--- src/rtl/riscv_mem_arb.sv ---
// Single-port RAM arbiter for the instruction and data ports, one access per cycle.
// Define RISCV_MEM_ARB_RR_EN for round-robin priority; default is data-first priority.
module riscv_mem_arb #(
    parameter int DATA_WIDTH  = 64,
    parameter int IDATA_WIDTH = DATA_WIDTH / 2,
    parameter int ADDR_WIDTH  = 14
) (
    input  logic                  clk,
    input  logic                  rst_n,
    input  logic                  sft_rst,
    input  logic                  i_req,
    input  logic [ADDR_WIDTH-1:0] i_addr,
    output logic                  i_gnt,
    output logic                  i_rvalid,
    output logic [IDATA_WIDTH-1:0] i_rdata,
    input  logic                  d_req,
    input  logic                  d_we,
    input  logic [ADDR_WIDTH-1:0] d_addr,
    input  logic [DATA_WIDTH-1:0] d_wdata,
    output logic                  d_gnt,
    output logic                  d_rvalid,
    output logic [DATA_WIDTH-1:0] d_rdata,
    output logic                  ram_cs,
    output logic                  ram_we,
    output logic [ADDR_WIDTH-4:0] ram_addr,
    output logic [DATA_WIDTH-1:0] ram_wr_data,
    input  logic [DATA_WIDTH-1:0] ram_rd_data
);

    typedef enum logic [1:0] {
        OWN_NONE,
        OWN_INSTR,
        OWN_DATA
    } owner_e;

    owner_e owner_q;
    logic   half_q;
    logic   pick_i;

`ifdef RISCV_MEM_ARB_RR_EN
    logic last_i_q;

    // On a tie, the port that did not win last time goes first.
    always_comb begin
        pick_i = i_req & (~d_req | ~last_i_q);
    end
`else
    always_comb begin
        pick_i = i_req & ~d_req;
    end
`endif

    // Grants are masked while rst_n is low so the RAM stays idle in reset.
    assign i_gnt = rst_n & pick_i;
    assign d_gnt = rst_n & d_req & ~pick_i;

    assign ram_cs      = i_gnt | d_gnt;
    assign ram_we      = d_gnt & d_we;
    assign ram_addr    = i_gnt ? i_addr[ADDR_WIDTH-1:3] : d_addr[ADDR_WIDTH-1:3];
    assign ram_wr_data = d_wdata;

    always_ff @(posedge clk or negedge rst_n) begin
        if (!rst_n) begin
            owner_q  <= OWN_NONE;
            half_q   <= 1'b0;
`ifdef RISCV_MEM_ARB_RR_EN
            last_i_q <= 1'b1;
`endif
        end else if (sft_rst) begin
            owner_q  <= OWN_NONE;
            half_q   <= 1'b0;
`ifdef RISCV_MEM_ARB_RR_EN
            last_i_q <= 1'b1;
`endif
        end else begin
            unique case (1'b1)
                i_gnt: begin
                    owner_q <= OWN_INSTR;
                    half_q  <= i_addr[2];
                end
                (d_gnt & ~d_we): begin
                    owner_q <= OWN_DATA;
                end
                default: begin
                    owner_q <= OWN_NONE;
                end
            endcase
`ifdef RISCV_MEM_ARB_RR_EN
            if (ram_cs) begin
                last_i_q <= i_gnt;
            end
`endif
        end
    end

    assign i_rvalid = (owner_q == OWN_INSTR);
    assign d_rvalid = (owner_q == OWN_DATA);
    assign d_rdata  = ram_rd_data;
    assign i_rdata  = half_q ? ram_rd_data[DATA_WIDTH-1:IDATA_WIDTH]
                             : ram_rd_data[IDATA_WIDTH-1:0];

    logic unused_addr_bits;
    assign unused_addr_bits = ^{i_addr[1:0], d_addr[2:0]};

endmodule

--- config.mk ---
export PLATFORM = sky130hd
export DESIGN_NAME = riscv_mem_arb
export DESIGN_NICKNAME = d
export VERILOG_FILES = /design/src/rtl/riscv_mem_arb.sv
export SDC_FILE = /design/constraint.sdc
export NUM_CORES = 1
export LEC_CHECK = 0
export ABC_CLOCK_PERIOD_IN_PS = 1700
export CORE_AREA = 2 2 131 133
export CTS_BUF_LIST = sky130_fd_sc_hd__clkbuf_4 sky130_fd_sc_hd__clkbuf_8
export CTS_CLUSTER_DIAMETER = 150
export DETAILED_ROUTE_END_ITERATION = 10
export DIE_AREA = 0 0 133 135
export GPL_ROUTABILITY_DRIVEN = 0
export PLACE_DENSITY_LB_ADDON = 0.15
export SLEW_MARGIN = 20
export SYNTH_ARGS = -nofsm -noshare
export SYNTH_HDL_FRONTEND = slang
export SYNTH_SLANG_ARGS = --single-unit
--- constraint.sdc ---
create_clock -name clk -period 1.7 [get_ports clk]
set_input_delay 0.255 -clock clk [delete_from_list [all_inputs] [get_ports clk]]
set_output_delay 0.255 -clock clk [all_outputs]
set_load 0.05 [all_outputs]
### Word-level counts from Yosys, hierarchy flattened

Cells that the tools add are included.

* register bits after elaboration: 3
* bits of input ports: 162
* word-level logic and storage cells: 21

* eq/ne operators: 2
* mux-type cells: 6
* bitwise gates (word level): 10
* reduce and logical (&&, ||, !) cells: 1

Operators with widths (count)
* 32-bit 2-to-1 mux: 1
* 11-bit 2-to-1 mux: 1
* 1-bit bitwise AND: 6
* 2-bit case mux with 2 select lines: 1
* 1-bit NOT: 3
* 2-bit by 1-bit == test with 1-bit output (second input constant): 1
* 2-bit == test (second input constant): 1
* 1-bit 2-to-1 mux: 2
* 2-bit 2-to-1 mux: 1
* 2-bit nonzero test: 1
* 1-bit OR: 1

### Longest topological paths before layout

Gate-level depths: netlist of the first run.

* depth in word-level cells: 7
* depth in mapped cells: 4
* depth with buffers taken out: 3

### Least setup slack after synthesis of the first run

OpenSTA, ideal clock, no wires.

* path kind: reg2out
* start: register half_q
* end: output port i_rdata[2]
* arrival: 1.152 ns
* slack: 0.293 ns
* cell stages (with the launch flop): 4
* path buffers: 2
* cells stage by stage: dfrtp_1 buf_2 buf_4 mux2_1

* word-level cells in the longest chain between the ends: 1

RTL lines
* start: declaration: line 37 `logic half_q;`
* start signal: assignment: line 79 `half_q <= i_addr[2];`
* 32-bit 2-to-1 mux: line 99 `assign i_rdata = half_q ? ram_rd_data[DATA_WIDTH-1:IDATA_WIDTH]`
* end: declaration: line 15 `output logic [IDATA_WIDTH-1:0] i_rdata,`

No other way between the ends.

### Final worst setup path of the first run

* start: register half_q
* end: output port i_rdata[18]

Same word-level chain as after synthesis.

==> out/qor.yml, run 1 <==
status: "finished clean"
synth_top_area_share: 0.586
track_usage: 0.0635
power_density_nw_per_um2: 462
postCtsSetupBuffers: 0
dp.cells: 489
hold_viol_final: 0
fill_cells: 1681
dp_slack_ns: -0.166
ir_drop_v: 0.000137
utilization: 0.251
cpLargestDelayFamily: "multiplexers"
yosysMostFrequentCell: "buf_4"
fp.coreArea_um2: 16400
cp.required_ns: 1.44
area_growth_pct: 145
yosysSeqAreaShare: 0.0447
synth.distinct_cells: 17
hold_path.class: "input pin to async pin"
grt.overflow.total: 0
ys_ff_latch: 3
synth_commonest_cells: "131 x buf_4, 33 x mux2_2, 8 x mux2_4, 3 x dfrtp_1"
syn-num-nets: 353
fin_nets: 437
worst_pin_slew_ns: 0.257
drc: 0
grt_max_degree: 30
drt_iter0_drc: 15
netlist_top_cells_area: "buf_4 59%, mux2_2 22%, mux2_4 7.2%"
antenna_found_initial: 0
fp.dieH_um: 135
layout.cells.non_filler: 494
cp_slowest_cell: "mux2_2"
crit_path_start_kind: "flop"
root_buffer: "clkbuf_8"
grt_pass1_wl_mm: 9.04
grt_use_met3: 0.0218
power_mw: 1.90
avgRoutedWirePerCell_um: 12.8
min_period_ns: 1.64
met1_usage: 0.0683
finClkSkew_ns: 0
tns_ns: 0
syn_inst: 191
h-tree-depth: 1
fin_ws_ns: 0.0613
ant_nets: 0
clkSinkCount: 3
fin_crit_sh: 0.964
yosysWarnings: 0
reg2reg_from: "half_q"
clk_path_buf_depth: 2
grt_busiest_layer: "met2"
syn_avg_cell_area_um2: 8.79
endpoint_kind: "primary output"
cp.buffers_inverters: 2
critPathMaxFanout: 29
syn_area_um2: 1680
dp_hpwl_mm: 5.56
port_buffers: 205
async_flop_share: 1.00
chipWidth_um: 133
crit-reg2reg-capture: "half_q"
first_pass_iters: 3
n_antenna_cell: 0
cpPeakStageDelay_ns: 0.40
clk_pin_slew_worst_paths_ns: 0.03
p_leak_nw: 1.74
maxCapViolCount: 0
layout-drive-gt1-share: 0.606
io_pins: 339
cts_made_buffers: 3
holdBufCountCts: 0
clock_latency_ns: 0.21
wl_mm: 6.32
reg2regPathDepth: 3
vias_per_cell: 2.97
grt_use_met2: 0.115
cp.arrival_ns: 1.38
path_class: "flop to primary output"
ff2ff_setup_slack_ns: 0.90
rows: 47
setup_viol: 0
maxSlewHeadroom: 0.829
synth_edf_count: 0
vias: 1465
path_cells: "buf_12, mux2_2, buf_12"
initial_utilization: 0.102
synthFlopType: "dfrtp_1"
cts_tree: "done"
drv_slew: 0
dieArea_um2: 18000
synth_largest_area_cell: "buf_4"
fmax_mhz: 610
grt_pass1_vias: 1569
rsz0062_at_grt: "no"
cpMostUsedCell: "buf_12"
## through the flow
step                      instance area (µm²)  hold WS (ns)
after floorplan                          1680       -0.0406
after global placement                   4050         0.510
after detailed placement                 4050         0.510
after CTS                                4110         0.264
after global routing                     4110         0.284
final                                    4110         0.263
## where the power goes
part | total (mW) | switching, mW | internal (mW) | leakage (nW)
sequential | 0.0753 | 0.00135 | 0.0740 | 0.0412
combinational | 1.60 | 0.799 | 0.803 | 1.67
clock | 0.220 | 0.0446 | 0.176 | 0.0262
## cell families (layout without fill, tap and decap cells)
family | count (synthesis) | after routing | share of synthesized area
compound gates | 1 | 1 | 0.00447
buf+inv | 134 | 216 | 0.598
flops | 3 | 3 | 0.0447
mux | 44 | 44 | 0.312
simple gates | 9 | 10 | 0.0410
## how the worst max path moves through the flow
stage,from,slack (ns),depth (start not counted),endpoint
3_5_place_dp,rst_n,-0.17,4,ram_addr[7]
2_1_floorplan,half_q,0.29,3,i_rdata[2]
4_1_cts,half_q,0.03,3,i_rdata[18]
5_1_grt,half_q,0.008,3,i_rdata[18]
3_3_place_gp,i_req,-0.14,4,ram_addr[4]
6_report,half_q,0.06,3,i_rdata[18]
## layout by cell type (no fill, tap or decap)
cell             count
buf_12             102
clkdlybuf4s50_1     89
mux2_2              33
buf_4               17
mux2_4               8
clkbuf_8             3
dfrtp_1              3
dlygate4sd2_1        3
mux2_1               2
nand3b_4             2
nor2b_1              2
nand2b_1             2
inv_1                1
and2_1               1
nor2_1               1
o21a_1               1
and3_1               1
nor3b_1              1
mux2i_1              1
clkbuf_4             1
## registers in the layout (all words and copies together), names as in the netlist
signal,flops
owner_q,2
half_q,1
## layout make-up
type | instances | area (µm²) | share of cell area
inverter | 1 | 3.75 | 0.000913
clock buffer | 4 | 48.8 | 0.0119
timing repair buffer | 211 | 3090 | 0.751
multi-input combinational | 55 | 621 | 0.151
sequential | 3 | 75.1 | 0.0183
tap | 220 | 275 | 0.0670
## timing repair
| item | in CTS | in global routing |
|---|---|---|
| endpoints found under the setup margin | 12 | 0 |
| resized for setup | 4 | 0 |
| hold endpoints to repair | 0 | 0 |
## per-layer routing
layer / share of wire / vias to the layer above
li1: - / 663
met1: 0.35 / 644
met2: 0.51 / 146
met3: 0.12 / 12
met4: 0.017 / 0
met5: 0 / -
(Power assumes the default switching activity.)
==> run 2: changes to the inputs <==
--- a/config.mk
+++ b/config.mk
@@ -13,7 +13,7 @@
 export DIE_AREA = 0 0 133 135
 export GPL_ROUTABILITY_DRIVEN = 0
 export PLACE_DENSITY_LB_ADDON = 0.15
-export SLEW_MARGIN = 20
+export SLEW_MARGIN = 15
 export SYNTH_ARGS = -nofsm -noshare
 export SYNTH_HDL_FRONTEND = slang
 export SYNTH_SLANG_ARGS = --single-unit
==> results of run 2 <==
Final layout, timing and power as in run 1 (identical DEF).
